File: config.mk
export PLATFORM = sky130hd
export DESIGN_NAME = pwm_ramp_ctrl
export DESIGN_NICKNAME = d
export VERILOG_FILES = /design/src/rtl/pwm_ramp_ctrl.sv
export SDC_FILE = /design/constraint.sdc
export NUM_CORES = 1
export LEC_CHECK = 0
export ABC_AREA = 1
export CORE_UTILIZATION = 59
export CTS_BUF_LIST = sky130_fd_sc_hd__clkbuf_16
export CTS_CLUSTER_SIZE = 16
export DETAILED_ROUTE_END_ITERATION = 16
export PLACE_DENSITY = 0.8
export SYNTH_ARGS = -nofsm -noshare
export SYNTH_HDL_FRONTEND = slang
export SYNTH_SLANG_ARGS = --single-unit
File: constraint.sdc
create_clock -name clk -period 8.69 [get_ports clk]
set_clock_uncertainty 0.1 [all_clocks]
set_input_delay 1.3035 -clock clk [delete_from_list [all_inputs] [get_ports clk]]
set_output_delay 1.3035 -clock clk [all_outputs]
set_load 0.02 [all_outputs]
File: src/rtl/pwm_ramp_ctrl.sv
// Start/ramp/stop sequencer driving the pwm block's period, duty, reset and enable inputs.
// Define PWM_RAMP_SOFT_STOP_EN to ramp duty down to zero on stop instead of cutting it at once.
module pwm_ramp_ctrl #(
    parameter int unsigned W = 32
) (
    input  logic         clk,
    input  logic         reset,
    input  logic         start,
    input  logic         stop,
    input  logic [W-1:0] period_in,
    input  logic [W-1:0] step,
    input  logic [W-1:0] target_duty,
    input  logic         target_valid,
    output logic         target_ready,
    input  logic         ovf,
    input  logic         fault,
    input  logic         fault_clr,
    output logic [W-1:0] pwm_period,
    output logic [W-1:0] pwm_duty,
    output logic         pwm_reset,
    output logic         pwm_enable,
    output logic         ovf_trigger_enable,
    output logic         busy,
    output logic         at_target,
    output logic         fault_flag
);

    localparam logic [2:0] StIdle = 3'd0;
    localparam logic [2:0] StLoad = 3'd1;
    localparam logic [2:0] StRamp = 3'd2;
    localparam logic [2:0] StHold = 3'd3;
    localparam logic [2:0] StStop = 3'd4;

    logic [2:0]   state_q, state_d;
    logic [W-1:0] period_q, period_d;
    logic [W-1:0] duty_q, duty_d;
    logic [W-1:0] target_q, target_d;
    logic         pwm_reset_q, pwm_reset_d;
    logic         en_q, en_d;
    logic         ovf_en_q, ovf_en_d;
    logic         fault_flag_q, fault_flag_d;

    logic [W-1:0] step_eff;
    logic [W-1:0] lim;
    logic [W-1:0] tgt_new;
    logic [W-1:0] tgt_eff;
    logic [W-1:0] ramp_next;
    logic         xfer;

    // Move cur toward tgt by at most stp; the extra bit catches carry and borrow.
    function automatic logic [W-1:0] slew(input logic [W-1:0] cur,
                                          input logic [W-1:0] tgt,
                                          input logic [W-1:0] stp);
        logic [W:0] up;
        logic [W:0] dn;
        up = {1'b0, cur} + {1'b0, stp};
        dn = {1'b0, cur} - {1'b0, stp};
        if (cur < tgt) begin
            return (up > {1'b0, tgt}) ? tgt : up[W-1:0];
        end else if (cur > tgt) begin
            return (dn[W] || (dn[W-1:0] < tgt)) ? tgt : dn[W-1:0];
        end else begin
            return cur;
        end
    endfunction

    assign step_eff     = (step == '0) ? {{(W-1){1'b0}}, 1'b1} : step;
    assign target_ready = ~fault_flag_q &
                          ((state_q == StIdle) || (state_q == StRamp) || (state_q == StHold));
    assign xfer         = target_valid & target_ready;
    // Before LOAD the period register is stale, so clamp against the incoming period.
    assign lim          = (state_q == StIdle) ? period_in : period_q;
    assign tgt_new      = (target_duty > lim) ? lim : target_duty;
    assign tgt_eff      = xfer ? tgt_new : target_q;
`ifdef PWM_RAMP_SOFT_STOP_EN
    assign ramp_next    = slew(duty_q, (state_q == StStop) ? '0 : tgt_eff, step_eff);
`else
    assign ramp_next    = slew(duty_q, tgt_eff, step_eff);
`endif

    always_comb begin
        state_d      = state_q;
        period_d     = period_q;
        duty_d       = duty_q;
        target_d     = target_q;
        pwm_reset_d  = pwm_reset_q;
        en_d         = en_q;
        ovf_en_d     = ovf_en_q;
        fault_flag_d = fault_flag_q;

        if (xfer) begin
            target_d = tgt_new;
        end

        case (state_q)
            StIdle: begin
                pwm_reset_d = 1'b1;
                en_d        = 1'b0;
                ovf_en_d    = 1'b0;
                duty_d      = '0;
                if (start && !fault_flag_q && !fault) begin
                    state_d  = StLoad;
                    period_d = period_in;
                end
            end
            StLoad: begin
                period_d    = period_in;
                target_d    = (target_q > period_in) ? period_in : target_q;
                state_d     = StRamp;
                pwm_reset_d = 1'b0;
                en_d        = 1'b1;
                ovf_en_d    = 1'b1;
            end
            StRamp: begin
                if (stop) begin
                    state_d  = StStop;
`ifdef PWM_RAMP_SOFT_STOP_EN
                    target_d = '0;
`else
                    target_d = target_q;
`endif
                end else if (ovf) begin
                    duty_d = ramp_next;
                    if (ramp_next == tgt_eff) begin
                        state_d = StHold;
                    end
                end
            end
            StHold: begin
                if (stop) begin
                    state_d  = StStop;
`ifdef PWM_RAMP_SOFT_STOP_EN
                    target_d = '0;
`else
                    target_d = target_q;
`endif
                end else if (xfer && (tgt_new != duty_q)) begin
                    state_d = StRamp;
                end
            end
            StStop: begin
`ifdef PWM_RAMP_SOFT_STOP_EN
                target_d = '0;
                if (duty_q == '0) begin
                    state_d     = StIdle;
                    pwm_reset_d = 1'b1;
                    en_d        = 1'b0;
                    ovf_en_d    = 1'b0;
                end else if (ovf) begin
                    duty_d = ramp_next;
                    if (ramp_next == '0) begin
                        state_d     = StIdle;
                        pwm_reset_d = 1'b1;
                        en_d        = 1'b0;
                        ovf_en_d    = 1'b0;
                    end
                end
`else
                duty_d      = '0;
                state_d     = StIdle;
                pwm_reset_d = 1'b1;
                en_d        = 1'b0;
                ovf_en_d    = 1'b0;
`endif
            end
            default: begin
                state_d = StIdle;
            end
        endcase

        if (fault_clr && !fault) begin
            fault_flag_d = 1'b0;
        end
        if (fault) begin
            fault_flag_d = 1'b1;
            state_d      = StIdle;
            duty_d       = '0;
            pwm_reset_d  = 1'b1;
            en_d         = 1'b0;
            ovf_en_d     = 1'b0;
        end
    end

    always_ff @(posedge clk or posedge reset) begin
        if (reset) begin
            state_q      <= StIdle;
            period_q     <= '0;
            duty_q       <= '0;
            target_q     <= '0;
            pwm_reset_q  <= 1'b1;
            en_q         <= 1'b0;
            ovf_en_q     <= 1'b0;
            fault_flag_q <= 1'b0;
        end else begin
            state_q      <= state_d;
            period_q     <= period_d;
            duty_q       <= duty_d;
            target_q     <= target_d;
            pwm_reset_q  <= pwm_reset_d;
            en_q         <= en_d;
            ovf_en_q     <= ovf_en_d;
            fault_flag_q <= fault_flag_d;
        end
    end

    assign pwm_period         = period_q;
    assign pwm_duty           = duty_q;
    assign pwm_reset          = pwm_reset_q;
    // Only combinational output: a fault kills the PWM without waiting for a clock edge.
    assign pwm_enable         = en_q & ~fault;
    assign ovf_trigger_enable = ovf_en_q;
    assign busy               = (state_q != StIdle);
    assign at_target          = (state_q == StHold);
    assign fault_flag         = fault_flag_q;

endmodule

-- After elaboration in Yosys (flattened, before gate mapping)
Index checks and enable logic that the tools add are counted.
- flip-flop bits (word level): 102
- bits in latches: 0
- memory bits (writable): 0
- ROM bits: 0
- input bits: 104
- output and inout bits: 71
- logic and storage cells: 88
- memories: 0
- $add $sub $neg: 2
- $mul: 0
- div/mod/pow operators: 0
- magnitude comparators: 6
- eq/ne operators: 15
- shift operators: 0
- multiplexer cells: 31
- bitwise gates (word level): 5
- reductions and logical operators: 22
- operators by type and width (operator ; count):
    two-way mux 32 bit ; 14
    case mux 32 bit (2 select lines) ; 3
    greater-than comparator 32 bit ; 3
    < comparator 32 bit ; 2
    adder 32 x 32 -> 33 bit ; 1
    greater-than comparator 33 x 32 -> 1 bit ; 1
    subtractor 32 x 32 -> 33 bit ; 1
    == test 32 bit ; 1
    zero test 32 bit ; 1
    != test 32 bit ; 1
    two-way mux 3 bit ; 7
    case mux 3 bit (4 select lines) ; 1
    nonzero test 3 bit ; 3
    != test 4 x 3 -> 1 bit, second input constant ; 2
    == test 3 x 2 -> 1 bit, second input constant ; 2
    != test 3 bit, second input constant ; 2
    logical AND 1 bit ; 4
    two-way mux 1 bit ; 4
    != test 2 bit, second input constant ; 2
    != test 4 bit, second input constant ; 1
    case mux 1 bit (2 select lines) ; 2
    AND reduction 2 bit ; 2
    AND reduction 4 bit ; 1
    nonzero test 2 bit ; 2
    11 further kinds ; 18

-- Longest topological paths before layout
- depth in word-level cells: 17
- gate-level depth with buffers: 53
- depth with buffers taken out: 49

-- Least setup slack after synthesis
No wires, ideal clock.
- path type: input to register
- start point: input port step[24]
- end point: register state_q[0]
- library setup time: 69 ps
- data arrival time: 6559 ps
- data required time: 8521 ps
- slack: 1962 ps
- stages: 45
- buffers on the path: 1
- path through: nor4_1 nand4_1 o21bai_1 ha_1 inv_1 fa_1 nand3_1 nand2_1 a21boi_1 o21ai_0 a21oi_1 o21ai_1 a21oi_1 o21ai_1 a21oi_1 o21ai_0 nand2_1 nand2_1 [9 not listed] a21oi_1 nand2_2 nand2_2 buf_4 inv_1 nand2_1 nand3_1 nand2_1 nand2_1 nand2_1 nand2_1 nor2_1 nand2_1 nor2_1 nand3_1 nand2_1 nand2_1 nand2_1
- word-level cells in the longest chain between the ends: 11
- elaborated cells between the ends (all ways): 14
- classes of those cells: add/sub (2); order compare (2); eq/ne (2); mux (5); reduce/logical (3)
- ends and longest elaborated chain (what ; line ; text):
    start, declared ; 11 ; input logic [W-1:0] step,
    zero test 32 bit ; 67 ; assign step_eff = (step == '0) ? {{(W-1){1'b0}}, 1'b1} : step;
    two-way mux 32 bit * ; 67 ;
    subtractor 32 x 32 -> 33 bit ; 57 ; dn = {1'b0, cur} - {1'b0, stp};
    < comparator 32 bit ; 61 ; return (dn[W] || (dn[W-1:0] < tgt)) ? tgt : dn[W-1:0];
    logical OR 1 bit ; 61 ;
    two-way mux 32 bit ; 61 ;
    two-way mux 32 bit ; 60 ; end else if (cur > tgt) begin
    two-way mux 32 bit * ; 58 ; if (cur < tgt) begin
    == test 32 bit * ; 124 ; if (ramp_next == tgt_eff) begin
    != test 4 x 3 -> 1 bit (no line) * ; - ;
    AND reduction 4 bit (no line) * ; - ;
    end signal, assigned ; 186 ; state_q <= StIdle;
    end signal, assigned ; 195 ; state_q <= state_d;
    end, declared ; 34 ; logic [2:0] state_q, state_d;
Mark *: on every way between the ends. The rest lies on a longest branch, timed or not.
A chain may end at the register's enable or synchronous reset.

-- Worst setup path after layout
Same ends and word-level chain as after synthesis.

==> flow_metrics.env <==
export IMPL_status="finished, final reports clean"
export IMPL_wl_per_cell_um=20.15
export IMPL_ir_drop_mv=0.2303
export IMPL_min_path_type="register to register"
export IMPL_combPwrFrac_pct=81.4
export IMPL_totalWireLength_um=61330
export IMPL_hp_start="pwm_reset$_DFFE_PP1P_"
export IMPL_port_buffers=174
export IMPL_drive_gt1_share_pct=12.82
export IMPL_diodes=0
export IMPL_powerDensity_mw_per_mm2=357.3
export IMPL_synth_adder_area_share_pct=18.39
export IMPL_worstSetupPathType="input port to register"
export IMPL_numCtsBuffers=9
export IMPL_postSynthCellCount=2384
export IMPL_r2r_slack_ps=1070
export IMPL_synth_xor_area_share_pct=4.868
export IMPL_critPathArrivalTime_ps=8570
export IMPL_synth_cell_types=57
export IMPL_clock_power_share_pct=6.2
export IMPL_ys_warn_count=0
export IMPL_synthSimpleGateAreaFrac_pct=27.35
export IMPL_leakage_uw=0.01012
export IMPL_slew_viol_final=0
export IMPL_grt_pass1_wl_um=94230
export IMPL_power_switching_uw=3704
export IMPL_max_freq_mhz=119.5
export IMPL_critPathMaxFanout=14
export IMPL_post_route_period_util_pct=96.27
export IMPL_synth_edff_count=0
export IMPL_syn_to_final_growth_pct=26.83
export IMPL_r2r_cells=42
export IMPL_antenna_found_initial=1
export IMPL_clock_sinks=102
export IMPL_setup_tns_ps=0
export IMPL_gp_congestion=1.076
export IMPL_synthMuxAreaShare_pct=0
export IMPL_tightest_slew_ps=1241
export IMPL_dieArea_mm2=0.02626
export IMPL_synthFlopType="dfrtp_1"
export IMPL_synth_top_cell_area_share_pct=18.13
export IMPL_yosysSeqAreaShare_pct=16.90
export IMPL_swShare_pct=54.08
export IMPL_p_seq_share_pct=12.3
export IMPL_hpwl_um=49480
export IMPL_r2r_start="state_q[1]$_DFFE_PP0P_"
export IMPL_die_x_um=162.1
export IMPL_grt_use_total_pct=46.28
export IMPL_num_rows=58
export IMPL_overflow=0
export IMPL_final_antenna_net_count=0
export IMPL_cts_root_buffer="clkbuf_16"
export IMPL_core_area_mm2=0.02518
export IMPL_viasPerCell=6.101
export IMPL_num_vias=18570
export IMPL_synth_top_family_by_area="simple AND/OR/NAND/NOR gates"
export IMPL_critPathRequiredTime_ps=8890
export IMPL_slowest_stage="clkdlybuf4s50_1"
export IMPL_critical_path_max_stage_delay_ps=450
export IMPL_netlist_area_mm2=0.01511
export IMPL_final_setup_viol_count=0
export IMPL_cts_tree="done"
export IMPL_clkLatencyLatePin_ps=370
export IMPL_final_hold_viol_count=0
export IMPL_h_tree_depth=3
export IMPL_crit_path_start_kind="input port"
export IMPL_internal_power_uw=3145
export IMPL_nFillCells=2045
export IMPL_synth_commonest_cells="nand2_1 (545), inv_1 (337), ha_1 (219)"
export IMPL_synth_area_leaders="ha_1 (18%), dfrtp_1 (17%), nand2_1 (14%)"
export IMPL_synth_most_common_cell="nand2_1"
export IMPL_start_util_pct=60.02
export IMPL_grt_max_degree=68
export IMPL_cts_max_path_buffers=2
export IMPL_syn_nets=2709
export IMPL_die_height_um=162.1
export IMPL_avgSynthCellArea_um2=6.340
export IMPL_end_kind="register"
export IMPL_dr_pass1_iters=9
export IMPL_finish_utilization_pct=76.13
export IMPL_synth_compound_area_share_pct=20.15
export IMPL_synth_async_reset_ratio_pct=100.0
export IMPL_period_minus_slack_ps=8366
export IMPL_drtIter0Drc=2224
export IMPL_yosys_area_top_type="ha_1"
export IMPL_pin_count=175
export IMPL_cp_common_cell="nand2_1"
export IMPL_maxCapViolCount=0
export IMPL_nets=3034
export IMPL_ys_ff_latch=102
export IMPL_drc=0
export IMPL_grt_pass1_vias=17800
export IMPL_r2r_end="state_q[0]$_DFFE_PP0P_"
export IMPL_clkSlewWorstSetupHoldPaths_ps=80
export IMPL_slew_headroom_pct=17.08
export IMPL_hold_depth=2
export IMPL_min_delay_worst_endpoint="pwm_reset$_DFFE_PP1P_"
-- worst max-delay path, delay by kind of cell --
family,cells,cell delay (ps)
xor gates and xnor gates,1,250
adders and majority gates,3,810
buffers and inverters,8,1400
AOI/OAI and AO/OA,12,1710
and+or+nand+nor,26,3110
-- through the flow --
stage               power (uW)  instances  hold slack, ps  worst slack, ps  cell area (um2)
floorplan                 3890       2384           375.0             1962            15110
global placement          5954       3026           351.7           -389.8            18770
CTS                       6612       3042           366.0            39.50            19060
detailed placement        6148       3026           354.1           -540.3            18770
global route              7328       3044           402.7           -59.98            19170
finish                    6849       3044           366.2            324.1            19170
-- placed cells by master, fill, tap and decap left out, types with 33 or more instances in the layout --
cell               n
o21ai_0          202
buf_4            254
clkdlybuf4s50_1  172
nand2_1          544
nor2_1           123
a21oi_1          211
ha_1             219
o21ai_1           33
inv_1            338
xor2_1            81
nand3_1          160
nand4_1           35
dfrtp_1          101
-- repair_timing --
item                                    in CTS  in global routing
endpoints found under the setup margin       1                 24
buffers inserted                             0                  2
pin swaps                                    0                  9
hold buffers                                 0                  0
resized for setup                            1                 26
-- power by group through the flow --
stage / logic, uW / clock network [uW] / registers (uW)
final: 5580 / 427 / 846
after global routing: 6030 / 439 / 856
after CTS: 5350 / 423 / 834
after detailed placement: 5310 / 0 / 841
after global placement: 5120 / 0 / 830
after floorplan: 2990 / 0 / 900
-- layer usage --
metal	vias up	wire, um	GRT usage [%]
li1	8542	-	-
met2	1247	28210	77.60
met4	0	4205	27.96
met1	8469	22670	54.81
met5	-	0	0
met3	313	6246	8.784
-- state kept, by name, summed over array words and instances (netlist names) --
register	flops
ovf_trigger_enable	1
state_q	3
fault_flag	1
pwm_duty	32
pwm_reset	1
target_q	32
pwm_period	32
-- cell families after synthesis --
| group | count (synthesis) |
|---|---|
| buffers and inverters | 467 |
| adder cells (fa/ha/maj) | 221 |
| flip-flops | 102 |
| AO/OA/AOI/OAI | 557 |
| XOR/XNOR | 84 |
| AND/OR/NAND/NOR | 953 |
-- area by class of cell --
| cell class | count | area (um2) | area share (%) |
|---|---|---|---|
| Multi-Input combinational cell | 1815 | 10790 | 56.30 |
| Timing Repair Buffer | 437 | 3824 | 19.95 |
| Sequential cell | 102 | 2554 | 13.32 |
| Inverter | 344 | 1296 | 6.762 |
| Tap cell | 330 | 412.9 | 2.154 |
| Clock buffer | 9 | 225.2 | 1.175 |
| Clock inverter | 7 | 66.31 | 0.3459 |
-- how the worst max path moves through the flow --
| stage | startpoint | endpoint | cells past startpoint |
|---|---|---|---|
| global placement | step[16] | state_q[0]$_DFFE_PP0P_ | 45 |
| finish | step[24] | state_q[0]$_DFFE_PP0P_ | 50 |
| detailed placement | step[17] | state_q[0]$_DFFE_PP0P_ | 45 |
| floorplan | step[24] | state_q[0]$_DFFE_PP0P_ | 45 |
| global route | step[24] | state_q[0]$_DFFE_PP0P_ | 50 |
| CTS | step[17] | state_q[0]$_DFFE_PP0P_ | 45 |
Power figures use the tool's default switching activity.
